<file path="src/rtl/seq_divider.sv">
// Multi-cycle radix-2 restoring divider with start/busy/done handshake,
// optional two's-complement mode and divide-by-zero reporting.
module seq_divider #(
    parameter int unsigned WIDTH     = 32,
    parameter bit          SIGNED_EN = 1'b1
) (
    input  logic             Clock,
    input  logic             clear,
    input  logic             start,
    input  logic             signed_op,
    input  logic [WIDTH-1:0] dividend,
    input  logic [WIDTH-1:0] divisor,
    output logic             busy,
    output logic             done,
    output logic [WIDTH-1:0] quotient,
    output logic [WIDTH-1:0] remainder,
    output logic             div_by_zero
);

    localparam int unsigned CW = $clog2(WIDTH);
    localparam logic [CW-1:0] CNT_LAST = CW'(WIDTH - 1);

    typedef enum logic [2:0] {
        S_IDLE,
        S_PREP,
        S_ITER,
        S_FIX,
        S_DONE
    } state_e;

    state_e           state_q, state_d;
    logic [CW-1:0]    cnt_q, cnt_d;
    logic [WIDTH-1:0] dvd_q, dvd_d;     // dividend, then quotient shift register
    logic [WIDTH-1:0] dvs_q, dvs_d;     // divisor (magnitude after PREP)
    logic [WIDTH:0]   rem_q, rem_d;     // partial remainder
    logic             sgn_q, sgn_d;
    logic             q_neg_q, q_neg_d;
    logic             r_neg_q, r_neg_d;
    logic             zero_q, zero_d;
    logic [WIDTH-1:0] quo_q, quo_d;
    logic [WIDTH-1:0] rmd_q, rmd_d;
    logic             dbz_q, dbz_d;
    logic             busy_q, busy_d;
    logic             done_q, done_d;
    logic [WIDTH+1:0] diff;             // trial subtraction; MSB is the borrow

    // Next-state, datapath and output-register computation
    always_comb begin
        state_d = state_q;
        cnt_d   = cnt_q;
        dvd_d   = dvd_q;
        dvs_d   = dvs_q;
        rem_d   = rem_q;
        sgn_d   = sgn_q;
        q_neg_d = q_neg_q;
        r_neg_d = r_neg_q;
        zero_d  = zero_q;
        quo_d   = quo_q;
        rmd_d   = rmd_q;
        dbz_d   = dbz_q;
        busy_d  = busy_q;
        done_d  = 1'b0;
        diff    = {rem_q, dvd_q[WIDTH-1]} - {2'b00, dvs_q};

        case (state_q)
            S_IDLE, S_DONE: begin
                if (start) begin
                    dvd_d   = dividend;
                    dvs_d   = divisor;
                    sgn_d   = SIGNED_EN && signed_op;
                    zero_d  = 1'b0;
                    busy_d  = 1'b1;
                    state_d = S_PREP;
                end
            end
            S_PREP: begin
                if (dvs_q == '0) begin
                    // Skip iteration; the result is published one cycle later
                    zero_d  = 1'b1;
                    busy_d  = 1'b0;
                    state_d = S_FIX;
                end else begin
                    if (sgn_q && dvd_q[WIDTH-1]) dvd_d = -dvd_q;
                    if (sgn_q && dvs_q[WIDTH-1]) dvs_d = -dvs_q;
                    q_neg_d = sgn_q && (dvd_q[WIDTH-1] ^ dvs_q[WIDTH-1]);
                    r_neg_d = sgn_q && dvd_q[WIDTH-1];
                    rem_d   = '0;
                    cnt_d   = '0;
                    state_d = S_ITER;
                end
            end
            S_ITER: begin
                if (!diff[WIDTH+1]) begin
                    rem_d = diff[WIDTH:0];
                    dvd_d = {dvd_q[WIDTH-2:0], 1'b1};
                end else begin
                    rem_d = {rem_q[WIDTH-1:0], dvd_q[WIDTH-1]};
                    dvd_d = {dvd_q[WIDTH-2:0], 1'b0};
                end
                cnt_d = cnt_q + CW'(1);
                if (cnt_q == CNT_LAST) state_d = S_FIX;
            end
            S_FIX: begin
                if (zero_q) begin
                    quo_d = '1;
                    rmd_d = dvd_q;
                    dbz_d = 1'b1;
                end else begin
                    quo_d = q_neg_q ? -dvd_q : dvd_q;
                    rmd_d = r_neg_q ? -rem_q[WIDTH-1:0] : rem_q[WIDTH-1:0];
                    dbz_d = 1'b0;
                end
                busy_d  = 1'b0;
                done_d  = 1'b1;
                state_d = S_DONE;
            end
            default: begin
                state_d = S_IDLE;
            end
        endcase
    end

    // State and output registers, synchronous clear
    always_ff @(posedge Clock) begin
        if (clear) begin
            state_q <= S_IDLE;
            cnt_q   <= '0;
            dvd_q   <= '0;
            dvs_q   <= '0;
            rem_q   <= '0;
            sgn_q   <= 1'b0;
            q_neg_q <= 1'b0;
            r_neg_q <= 1'b0;
            zero_q  <= 1'b0;
            quo_q   <= '0;
            rmd_q   <= '0;
            dbz_q   <= 1'b0;
            busy_q  <= 1'b0;
            done_q  <= 1'b0;
        end else begin
            state_q <= state_d;
            cnt_q   <= cnt_d;
            dvd_q   <= dvd_d;
            dvs_q   <= dvs_d;
            rem_q   <= rem_d;
            sgn_q   <= sgn_d;
            q_neg_q <= q_neg_d;
            r_neg_q <= r_neg_d;
            zero_q  <= zero_d;
            quo_q   <= quo_d;
            rmd_q   <= rmd_d;
            dbz_q   <= dbz_d;
            busy_q  <= busy_d;
            done_q  <= done_d;
        end
    end

    assign busy        = busy_q;
    assign done        = done_q;
    assign quotient    = quo_q;
    assign remainder   = rmd_q;
    assign div_by_zero = dbz_q;

endmodule
</file>
<file path="config.mk">
export PLATFORM = sky130hd
export DESIGN_NAME = seq_divider
export DESIGN_NICKNAME = d
export VERILOG_FILES = /design/src/rtl/seq_divider.sv
export SDC_FILE = /design/constraint.sdc
export NUM_CORES = 1
export LEC_CHECK = 0
export CORE_ASPECT_RATIO = 0.9
export CORE_MARGIN = 2
export CORE_UTILIZATION = 62
export DETAILED_ROUTE_END_ITERATION = 16
export PLACE_DENSITY = 0.87
export SYNTH_ARGS = -nofsm -noshare
export SYNTH_HDL_FRONTEND = slang
export SYNTH_SLANG_ARGS = --single-unit
</file>
<file path="constraint.sdc">
create_clock -name Clock -period 6.6 [get_ports Clock]
set_clock_uncertainty 0.2 [all_clocks]
set_input_delay 1.32 -clock Clock [delete_from_list [all_inputs] [get_ports Clock]]
set_output_delay 1.32 -clock Clock [all_outputs]
set_load 0.02 [all_outputs]
</file>
==> impl_summary.txt <==
----------------------------------------------------
[Layout]
  Area Overhead vs Synth ... 16.4%
  Number of antenna diodes ... 0
  Number of nets in the final layout ... 1712
  Commonest cells after routing, fill and taps aside ... nand2_1, nor2_1, dfxtp_1
  Most common cell after layout, fill and taps aside ... nand2_1
  Share of post-route cells with drive strength above 1 ... 5.74%

[Floorplan]
  Number of primary I/O pins ... 135
  Area of the die ... 0.0198 mm^2
  FP Rows ... 47
  Overall die height ... 134 um
  X dimension of the die ... around 150 um
  Starting density of the core ... a little over three fifths
  Core Box Area ... 0.0183 mm^2

[Clocking]
  Clock input transition at the sequential cells of the worst setup and hold paths ... 0.08 ns
  Num CTS Buffers ... 17
  Post-cts hold buffer count ... 0
  Root Driver ... clkbuf_16
  Clock sink count ... 176
  Maximum clock path buffer count ... 2
  Cts repair resizes ... 0
  H-tree levels ... 4
  Post-CTS setup-driven buffer insertion count ... 0
  Insertion delay of the later-clocked pin in the worst-skew pair ... 0.45 ns
  CTS tree ... built

[Pwr]
  Overall Power ... between 4 and 5 mW
  Worst supply voltage drop on vdd ... 233 uV
  Pwr dens ... 342 mW/mm^2
  Static Leak ... 4.95 nW

[Route]
  First-pass iteration count of the detailed router ... 6
  Avg WL per Cell ... 19.1 um
  DRC violation count after routing ... 0
  Overall routed net length ... about 36000 um
  Detailed-route via count ... 12.0k
  Number of DRC violations after detailed-routing iteration 0 ... around 1.3k
  Number of antenna-violating nets in the routed design ... 0
  DR vias/cell ... 6.41

[Synth]
  Cell count after synthesis ... 1556
  Syn avg cell area ... 7.46 um^2
  Most used flip-flop cell after synthesis ... dfxtp_1
  Total number of yosys warnings ... 0
  Netlist cell types ... 82
  Number of synthesized flops with an enable pin ... 0
  Syn_nets ... 1662
  Netlist area before placement ... 0.0116 mm^2
  FFs w/ async S/R, synth ... 0%
  Part of the Yosys area used for sequential elements ... 30.4%
  #FFs+latches synth ... 176

[GRT]
  Final global-route overflow total ... 0
  Total Routing Usage GR ... between 30% and 40%
  Initial antenna violation count ... 0
  Maximum number of pins on one net before global-route repair ... 108
  Vias in the first global route ... 11.0k
  Wire length of the first global-routing pass ... around 58000 um

[STA]
  Slew @ Worst Pin ... 1.11 ns
  Maximum frequency from static timing analysis ... 0.236 GHz
  Total Neg Setup Slack ... 0 ns
  Setup-violating endpoint count in the final report ... 0
  Setup repair after global routing missed its margin ... false
  Final Max Tran Viols ... 0
  Final hold vios ... 0
  Max-slew headroom at the worst pin ... around a quarter
  Post-route clock period utilization ... 64.3%
  Time the final worst path needs with I/O delays and setup ... 4.25 ns

[Critical path]
  Endpoint required time on the critical path ... 6.71 ns
  Category of the worst setup path capture point ... register
  Crit path max fanout ... 34
  Path type of the worst setup path ... reg2reg
  Startpoint type of the worst setup path ... register
  WP data arrival ... 4.36 ns

[Placement]
  Total of buffers placed on input and output ports ... approximately 130
  GP Congestion ... 0.994
  Detailed placement HPWL ... between 20000 and 25000 um

[Worst hold path]
  Type of the most critical hold path ... reg2reg

[Run]
  Max-cap violation count ... 0

[Status]
  Outcome ... complete, no violations

----------------------------------------------------
cell usage after synthesis, types with 35 or more instances:
master / number / area, um^2
a211oi_1: 53 / 398
o21ai_1: 35 / 175
inv_1: 46 / 173
ha_1: 37 / 463
o21ai_0: 103 / 515
dfxtp_1: 176 / 3520
a21oi_1: 107 / 536
nor3_1: 42 / 210
nor2_1: 184 / 691
xor2_1: 70 / 613
clkbuf_1: 96 / 360
nand2_1: 214 / 803
flip-flops by register name (all words and copies together), names as in the netlist:
register and count:
sgn_q 1, state_q 3, dvd_q 32, r_neg_q 1, q_neg_q 1, zero_q 1
done 1, rem_q 33, quotient 32, dvs_q 32, remainder 32, div_by_zero 1
busy 1, cnt_q 5
per-stage QoR:
stage	instance area (um^2)	hold WS (ns)	std cells	worst slack [ns]	utilization, %
2_1_floorplan	11600	0.239	1556	3.42	-
3_3_place_gp	12900	0.243	1832	2.62	70.4
3_5_place_dp	12900	0.250	1832	2.47	70.4
4_1_cts	13500	0.260	1864	2.45	73.7
5_1_grt	13500	0.275	1864	2.05	73.7
6_report	13500	0.257	1864	2.35	73.7
where the power goes:
| group | switching (mW) | leakage [nW] | internal, mW |
|---|---|---|---|
| sequential | 0.268 | 1.43 | 1.21 |
| clock | 0.510 | 0.292 | 0.510 |
| combinational | 1.29 | 3.23 | 0.835 |
kinds of logic after synthesis:
group / share of synthesized area, %
adder cells (fa/ha/maj): 4.16
AO/OA/AOI/OAI: 26.8
buffers and inverters: 5.60
multiplexers: 2.68
XOR/XNOR: 7.09
flip-flops: 30.4
AND/OR/NAND/NOR: 23.4
final cells by class:
type	count	area, um^2
Timing Repair Buffer	149	1450
Clock inverter	15	168
Clock buffer	17	425
Inverter	46	173
Tap cell	245	307
Multi-Input combinational cell	1216	7470
Sequential cell	176	3520
Fill cell	1492	4830
per-layer routing:
layer  GRT usage, %  wire, um  vias to the layer above
met5              0         0                        -
met3           5.07      3060                       99
met4           19.4      1870                        0
met2           56.0     16000                      604
li1               -         -                     5667
met1           48.5     14600                     5581
final timing paths:
check / cells past startpoint / slack, ns / end / start
worst min register to register: 2 / 0.26 / remainder[14]$_SDFFE_PP0P_ / remainder[14]$_SDFFE_PP0P_
worst max register to register: 12 / 2.35 / rem_q[5]$_SDFFE_PP0P_ / dvs_q[8]$_SDFFE_PP0P_
worst max-delay path: 12 / 2.35 / rem_q[5]$_SDFFE_PP0P_ / dvs_q[8]$_SDFFE_PP0P_
worst min-delay path: 2 / 0.26 / remainder[14]$_SDFFE_PP0P_ / remainder[14]$_SDFFE_PP0P_
critical path, cell delays in order (launching register included):
cell,delay (ns)
dfxtp_1,0.46
inv_1,0.13
ha_1,0.42
nand3_1,0.19
nor3_1,0.26
o311ai_1,0.20
a2111oi_2,0.46
o21ai_1,0.16
and3_1,0.20
a311oi_4,0.53
buf_4,0.56
mux2i_1,0.28
o21ai_1,0.08
Note: power is estimated with default switching activity, not from simulation.
